`config.mk`:
```
export PLATFORM = sky130hd
export DESIGN_NAME = prog_load_ctrl
export DESIGN_NICKNAME = d
export VERILOG_FILES = /design/src/rtl/prog_load_ctrl.sv
export SDC_FILE = /design/constraint.sdc
export NUM_CORES = 1
export LEC_CHECK = 0
export CAP_MARGIN = 10
export CORE_MARGIN = 3
export CORE_UTILIZATION = 53
export DETAILED_ROUTE_END_ITERATION = 10
export GPL_TIMING_DRIVEN = 0
export PLACE_DENSITY = 0.81
export SLEW_MARGIN = 40
export SYNTH_ARGS = -nofsm -noshare
export SYNTH_HDL_FRONTEND = slang
export SYNTH_SLANG_ARGS = --single-unit
export TNS_END_PERCENT = 5
```
`constraint.sdc`:
```
create_clock -name clk -period 3.63 [get_ports clk]
set_input_delay 0.363 -clock clk [delete_from_list [all_inputs] [get_ports clk]]
set_output_delay 0.363 -clock clk [all_outputs]
set_load 0.05 [all_outputs]
```
`src/rtl/prog_load_ctrl.sv`:
```
// Program-load sequencer: streams UART bytes into imem/dmem, then
// hands both memory ports to the core and releases its reset.
module prog_load_ctrl #(
  parameter int ADDR_LEN   = 32,
  parameter int IMEM_LINES = 512,
  parameter int DMEM_WORDS = 1024,
  localparam int IA        = $clog2(IMEM_LINES)
) (
  input  logic                clk,
  input  logic                reset_x,
  input  logic                rx_valid,
  input  logic [7:0]          rx_data,
  output logic                rx_ready,
  input  logic [ADDR_LEN-1:0] core_pc,
  input  logic [ADDR_LEN-1:0] core_dmem_addr,
  input  logic [31:0]         core_dmem_wdata,
  input  logic                core_dmem_we,
  output logic [ADDR_LEN-1:0] dmem_addr,
  output logic [31:0]         dmem_wdata,
  output logic                dmem_we,
  output logic [IA-1:0]       imem_addr,
  output logic [127:0]        imem_wdata,
  output logic                imem_we,
  output logic                prog_loading,
  output logic                core_reset,
  output logic                load_err
);

  typedef enum logic [2:0] {
    HDR_I, LD_I, HDR_D, LD_D, RUN, ERR
  } state_t;

  state_t              state;
  logic [3:0]          bcnt;
  logic [31:0]         word;
  logic [127:0]        line;
  logic [31:0]         cnt;
  logic [31:0]         idx;

  logic [IA-1:0]       ld_imem_addr;
  logic [127:0]        ld_imem_wdata;
  logic                ld_imem_we;
  logic [ADDR_LEN-1:0] ld_dmem_addr;
  logic [31:0]         ld_dmem_wdata;
  logic                ld_dmem_we;

  logic [31:0]  word_nx;
  logic [127:0] line_nx;
  logic [31:0]  idx_nx;
  logic         take;
  logic         dsel;
  logic         isel;
  logic         unused_pc;

  assign word_nx = {rx_data, word[31:8]};
  assign line_nx = {word_nx, line[127:32]};
  assign idx_nx  = idx + 32'd1;

  assign rx_ready     = (state != RUN) && (state != ERR);
  assign prog_loading = (state != RUN);
  assign load_err     = (state == ERR);
  assign take         = rx_valid & rx_ready;

  always_ff @(posedge clk) begin
    if (!reset_x) begin
      state         <= HDR_I;
      bcnt          <= '0;
      word          <= '0;
      line          <= '0;
      cnt           <= '0;
      idx           <= '0;
      ld_imem_addr  <= '0;
      ld_imem_wdata <= '0;
      ld_imem_we    <= 1'b0;
      ld_dmem_addr  <= '0;
      ld_dmem_wdata <= '0;
      ld_dmem_we    <= 1'b0;
      core_reset    <= 1'b1;
    end else begin
      ld_imem_we <= 1'b0;
      ld_dmem_we <= 1'b0;
      core_reset <= prog_loading;
      if (take) begin
        word <= word_nx;
        bcnt <= bcnt + 4'd1;
        case (state)
          HDR_I: if (bcnt[1:0] == 2'd3) begin
            bcnt <= '0;
            cnt  <= word_nx;
            idx  <= '0;
            if (word_nx == 32'd0)
              state <= HDR_D;
            else if (word_nx > 32'(IMEM_LINES))
              state <= ERR;
            else
              state <= LD_I;
          end
          LD_I: begin
            if (bcnt[1:0] == 2'd3)
              line <= line_nx;
            // Last byte of a line: line_nx already holds all 4 words
            if (bcnt == 4'd15) begin
              ld_imem_we    <= 1'b1;
              ld_imem_addr  <= idx[IA-1:0];
              ld_imem_wdata <= line_nx;
              idx           <= idx_nx;
              if (idx_nx == cnt)
                state <= HDR_D;
            end
          end
          HDR_D: if (bcnt[1:0] == 2'd3) begin
            bcnt <= '0;
            cnt  <= word_nx;
            idx  <= '0;
            if (word_nx == 32'd0)
              state <= RUN;
            else if (word_nx > 32'(DMEM_WORDS))
              state <= ERR;
            else
              state <= LD_D;
          end
          LD_D: if (bcnt[1:0] == 2'd3) begin
            bcnt          <= '0;
            ld_dmem_we    <= 1'b1;
            ld_dmem_addr  <= ADDR_LEN'(idx << 2);
            ld_dmem_wdata <= word_nx;
            idx           <= idx_nx;
            if (idx_nx == cnt)
              state <= RUN;
          end
          default: ;
        endcase
      end
    end
  end

  // The final loader write lands the cycle RUN begins; keep it routed
  assign dsel = prog_loading | ld_dmem_we;
  assign isel = prog_loading | ld_imem_we;

  assign dmem_addr  = dsel ? ld_dmem_addr  : core_dmem_addr;
  assign dmem_wdata = dsel ? ld_dmem_wdata : core_dmem_wdata;
  assign dmem_we    = dsel ? ld_dmem_we    : core_dmem_we;
  assign imem_addr  = isel ? ld_imem_addr  : core_pc[IA+3:4];
  assign imem_wdata = isel ? ld_imem_wdata : '0;
  assign imem_we    = ld_imem_we;

  assign unused_pc = ^{core_pc[ADDR_LEN-1:IA+4], core_pc[3:0]};

endmodule
```
-- After elaboration in Yosys (flattened, before gate mapping)
Index checks and enable logic that the tools add are counted.
Widths: inputs -> output; s select.
- output and inout bits: 207
- register bits after elaboration: 433
- bitwise logic cells: 3
- muxes and demuxes: 24
- reduce and logical (&&, ||, !) cells: 15
- add/sub/neg operators: 2
- order comparisons: 2
- equality and inequality tests: 16
- operator list (operator ; count):
    $mux 32 ; 5
    $mux 128 ; 1
    $pmux 32 s3 ; 1
    $add 32x1->32 const B ; 1
    $eq 32x32->1 ; 1
    $gt 32x10->1 const B ; 1
    $gt 32x11->1 const B ; 1
    $logic_not 32->1 ; 1
    $mux 3 ; 10
    $reduce_and 3->1 ; 6
    $ne 2x2->1 const B ; 6
    $pmux 3 s4 ; 1
    $mux 9 ; 1
    $mux 4 ; 2
    $reduce_and 8->1 ; 1
    $eq 3x2->1 const B ; 2
    $ne 3x3->1 const B ; 2
    $reduce_and 5->1 ; 1
    $add 4x1->4 const B ; 1
    $eq 4x4->1 const B ; 1
    $reduce_bool 4->1 ; 1
    $eq 3x1->1 const B ; 1
    $eq 3x3->1 const B ; 1
    $logic_not 3->1 ; 1
    9 further kinds ; 12

-- Depth between registers and ports, before layout
- depth in word-level cells: 5
- mapped depth: 11
- depth with buffers taken out: 9

-- Least setup slack after synthesis
Ideal clock, no wire load.
- kind: register to output
- start point: register state[2]
- end point: output port dmem_addr[10]
- arrival: 2.750 ns
- setup slack: 0.517 ns
- data required time: 3.267 ns
- cell stages (with the launch flop): 8
- buffers on the path: 2
- cells stage by stage: dfxtp_1 -> clkbuf_1 -> nand2_1 -> nor2_1 -> inv_1 -> nor2_1 -> clkbuf_1 -> mux2_2
- cells in the longest elaborated chain, start to end: 3
- RTL lines (item ; line ; source):
    start: declaration ; 33 ; state_t state;
    start signal: assignment ; 66 ; state <= HDR_I;
    start signal: assignment ; 92 ; state <= HDR_D;
    start signal: assignment ; 94 ; state <= ERR;
    $ne 3x3->1 ; 60 ; assign prog_loading = (state != RUN);
    net prog_loading ; 24 ; output logic prog_loading,
    $or 1x1->1 ; 138 ; assign dsel = prog_loading | ld_dmem_we;
    $mux 32 ; 141 ; assign dmem_addr = dsel ? ld_dmem_addr : core_dmem_addr;
    end: declaration ; 18 ; output logic [ADDR_LEN-1:0] dmem_addr,
The timed path passes the listed nets, and every way through them passes these cells.

-- Worst setup path in the final report
- start point: register state[0]
- end point: output port imem_wdata[125]
- cells in the longest elaborated chain, start to end: 3
- RTL lines (item ; line ; source):
    $ne 3x3->1 ; 60 ;
    $or 1x1->1 ; 139 ; assign isel = prog_loading | ld_imem_we;
    $mux 128 ; 145 ; assign imem_wdata = isel ? ld_imem_wdata : '0;
    end: declaration ; 22 ; output logic [127:0] imem_wdata,
No other way between the ends.

==> impl_metrics.csv <==
group,metric,value,unit
sta,layout_setup_ws,151,ps
sta,maxSlewViolCount,0,
clocking,max-clock-path-buffers,3,
clocking,cts_tree,"done",
finish,insertedDiodeCount,0,
finish,final_area,21600,µm²
routing,wl_per_cell,18.9,µm
sta,fin_hold_ws,448,ps
die,dieArea,34500,µm²
logic_synthesis,ys_seq_elements,393,
clocking,cts-root-buf,"clkbuf_16",
logic_synthesis,synth-edff-count,0,
clocking,clock-sinks,393,
logic_synthesis,yosysUniqueCellTypes,66,
finish,stdcell_count,2997,
power_and_ir_drop,ir_worst_vdd,0.268,mV
power_and_ir_drop,p_per_area,399,nW/µm²
placement,placed_area,20600,µm²
die,start_util,0.540,
logic_synthesis,ys_warn_count,0,
run_status,status,"finished clean",
worst_setup_path,crit_fanout,10,
worst_setup_path,end_kind,"output port",
routing,drtIter0Drc,1440,
finish,area_growth,26.2,%
power_and_ir_drop,cellLeakagePower,8.53,nW
clocking,cts_htree_levels,2,
logic_synthesis,synth_fp_nets,2348,
routing,finalWirelength,56500,µm
grt,grt_pass1_wl,85800,µm
placement,finalWeightedCongestion,0.956,
die,rows,65,
sta,worstMarginPinSlew,898,ps
logic_synthesis,avgSynthCellArea,7.66,µm²
worst_setup_path,crit_type,"flop to output port",
grt,track_usage,0.315,
clocking,cts_made_buffers,38,
worst_setup_path,cp.required,3270,ps
clocking,clk_latency,540,ps
grt,antenna_found_initial,0,
sta,tns,0,ps
routing,detail-route-antenna-nets,0,
die,die_x,186,µm
routing,via_per_inst,5.63,
worst_setup_path,start_kind,"flop",
sta,finalHoldViolations,0,
routing,via_count,16900,
grt,grt_overflow,0,
placement,place_inst,2932,
die,ios,315,
min_path,min_path_type,"flop to flop",
clocking,cts_hold_buf,0,
sta,finalCriticalPeriod,3480,ps
sta,setup_viol,0,
sta,rsz0062_at_grt,"yes",
logic_synthesis,async_flop_share,0,
worst_setup_path,cp_data_arrival_time,3120,ps
die,chipHeight,186,µm
logic_synthesis,syn-cell-area,17100,µm²
job,max_cap_violations,0,
placement,dpl.hpwl,42300,µm
logic_synthesis,synth_seq_area_share,0.459,
grt,first_global_vias,15700,
grt,grt_max_degree,17,
die,design.core.area,31700,µm²
sta,timing.fmax,287,MHz
sta,post-route-period-util,0.958,
placement,dp_slack,-445,ps
clocking,clk_pin_slew,70,ps
logic_synthesis,synthFlopType,"dfxtp_1",
routing,dr.pass1.iters,6,
finish,drive_gt1_frac,0.0709,
logic_synthesis,synth_cells,2237,
placement,io_buffers,291,
sta,slew_headroom,0.401,
routing,drc,0,
sta,clock-skew-final,17.1,ps
finish,fin_nets,2682,
per-stage QoR:
step	util	power, mW
2_1_floorplan	-	4.60
3_3_place_gp	0.648	4.80
3_5_place_dp	0.649	4.81
4_1_cts	0.681	8.63
5_1_grt	0.682	8.82
6_report	0.682	8.63
path summary, 6_finish.rpt:
| check | startpoint | end | slack, ps | cells past startpoint |
|---|---|---|---|---|
| worst max-delay path | state[0]$_SDFFE_PN0P_ | imem_wdata[125] | 150 | 8 |
| worst min-delay path | line[32]$_SDFFE_PN0P_ | ld_imem_wdata[0]$_SDFFE_PN0P_ | 450 | 2 |
| worst max register to register | idx[19]$_SDFFE_PN0P_ | state[2]$_SDFFE_PN0P_ | 170 | 9 |
| worst min register to register | line[32]$_SDFFE_PN0P_ | ld_imem_wdata[0]$_SDFFE_PN0P_ | 450 | 2 |
synthesized netlist by cell type, drive strengths merged (3+ instances only):
master	instances	area [µm²]
a2111oi	4	41.3
a21o	5	37.5
a21oi	379	1900
a22oi	12	90.1
a2bb2oi	6	52.6
a31oi	4	25.0
and2	6	37.5
and3	4	25.0
and4	4	35.0
buf	25	139
clkbuf	152	571
dfxtp	393	7870
ha	3	37.5
inv	11	41.3
mux2	73	822
mux2i	3	30.0
nand2	756	2840
nand2b	4	25.0
nand3	25	125
nand4	14	124
nand4b	3	26.3
nor2	61	229
nor2b	129	807
nor3	27	140
nor3b	3	22.5
nor4	16	134
o21ai	21	105
or4	5	41.3
xnor2	36	315
xor2	17	149
placed cells by master, fill, tap and decap left out, drive strengths merged, types with 5 or more instances in the layout:
cell type	synthesis	layout
a22oi	12	12
a2bb2oi	6	6
clkdlybuf4s50	0	94
dfxtp	393	393
xor2	17	17
nand3	25	25
nand2	756	756
nand4	14	14
a21o	5	5
nor2b	129	129
inv	11	16
or4	5	5
and2	6	6
buf	25	30
nor3	27	27
mux2	73	73
nor2	61	61
clkbuf	152	204
a21oi	379	379
dlygate4sd2	0	197
o21ai	21	21
nor4	16	16
xnor2	36	36
cell type report:
class                      instances  area, µm²
buffer                           176        733
clock buffer                      54       1100
clock inverter                    10        111
fill                            2714      10100
inverter                          12       45.0
multi-input combinational       1655       8560
sequential                       393       7870
tap                              402        503
timing repair buffer             295       2710
report_power, final:
part,internal (mW),leakage [nW],switching (mW)
logic,0.137,4.77,0.219
clock network,2.21,0.595,1.70
registers,4.32,3.17,0.0385
total,6.67,8.53,1.96
logic make-up after synthesis:
logic type | share of synthesized area
fa+ha+maj | 0.00219
flops | 0.459
xor+xnor | 0.0271
buf+inv | 0.0440
compound gates | 0.145
simple gates | 0.273
mux | 0.0497
flip-flops by register name, summed over array words and instances (netlist names), 3 cells and up:
register	cells
cnt	32
ld_imem_addr	9
line	96
ld_dmem_wdata	32
state	3
ld_imem_wdata	128
ld_dmem_addr	30
bcnt	4
word	24
idx	32
layer usage:
metal	wire length [µm]	GRT usage	vias to the layer above	share of wire
li1	-	-	8058	-
met1	23500	0.429	7857	0.42
met2	24600	0.494	832	0.44
met3	6550	0.0780	126	0.12
met4	1820	0.101	0	0.032
met5	0	0	-	0
critical path: stages (launching register included):
cell and delay, ps:
dfxtp_1 340, clkbuf_1 410, nor2_2 120, inv_1 240, nor2_1 120, clkbuf_2 320, clkbuf_2 280, nor2b_1 180
dlygate4sd2_1 550
timing repair:
item                                    in CTS  in global routing
pin swaps                                    1                  0
resized for setup                          211                 10
cloned                                       0                  0
setup buffers                                2                  0
endpoints found under the setup margin     201                200
Note: power is estimated with default switching activity, not from simulation.
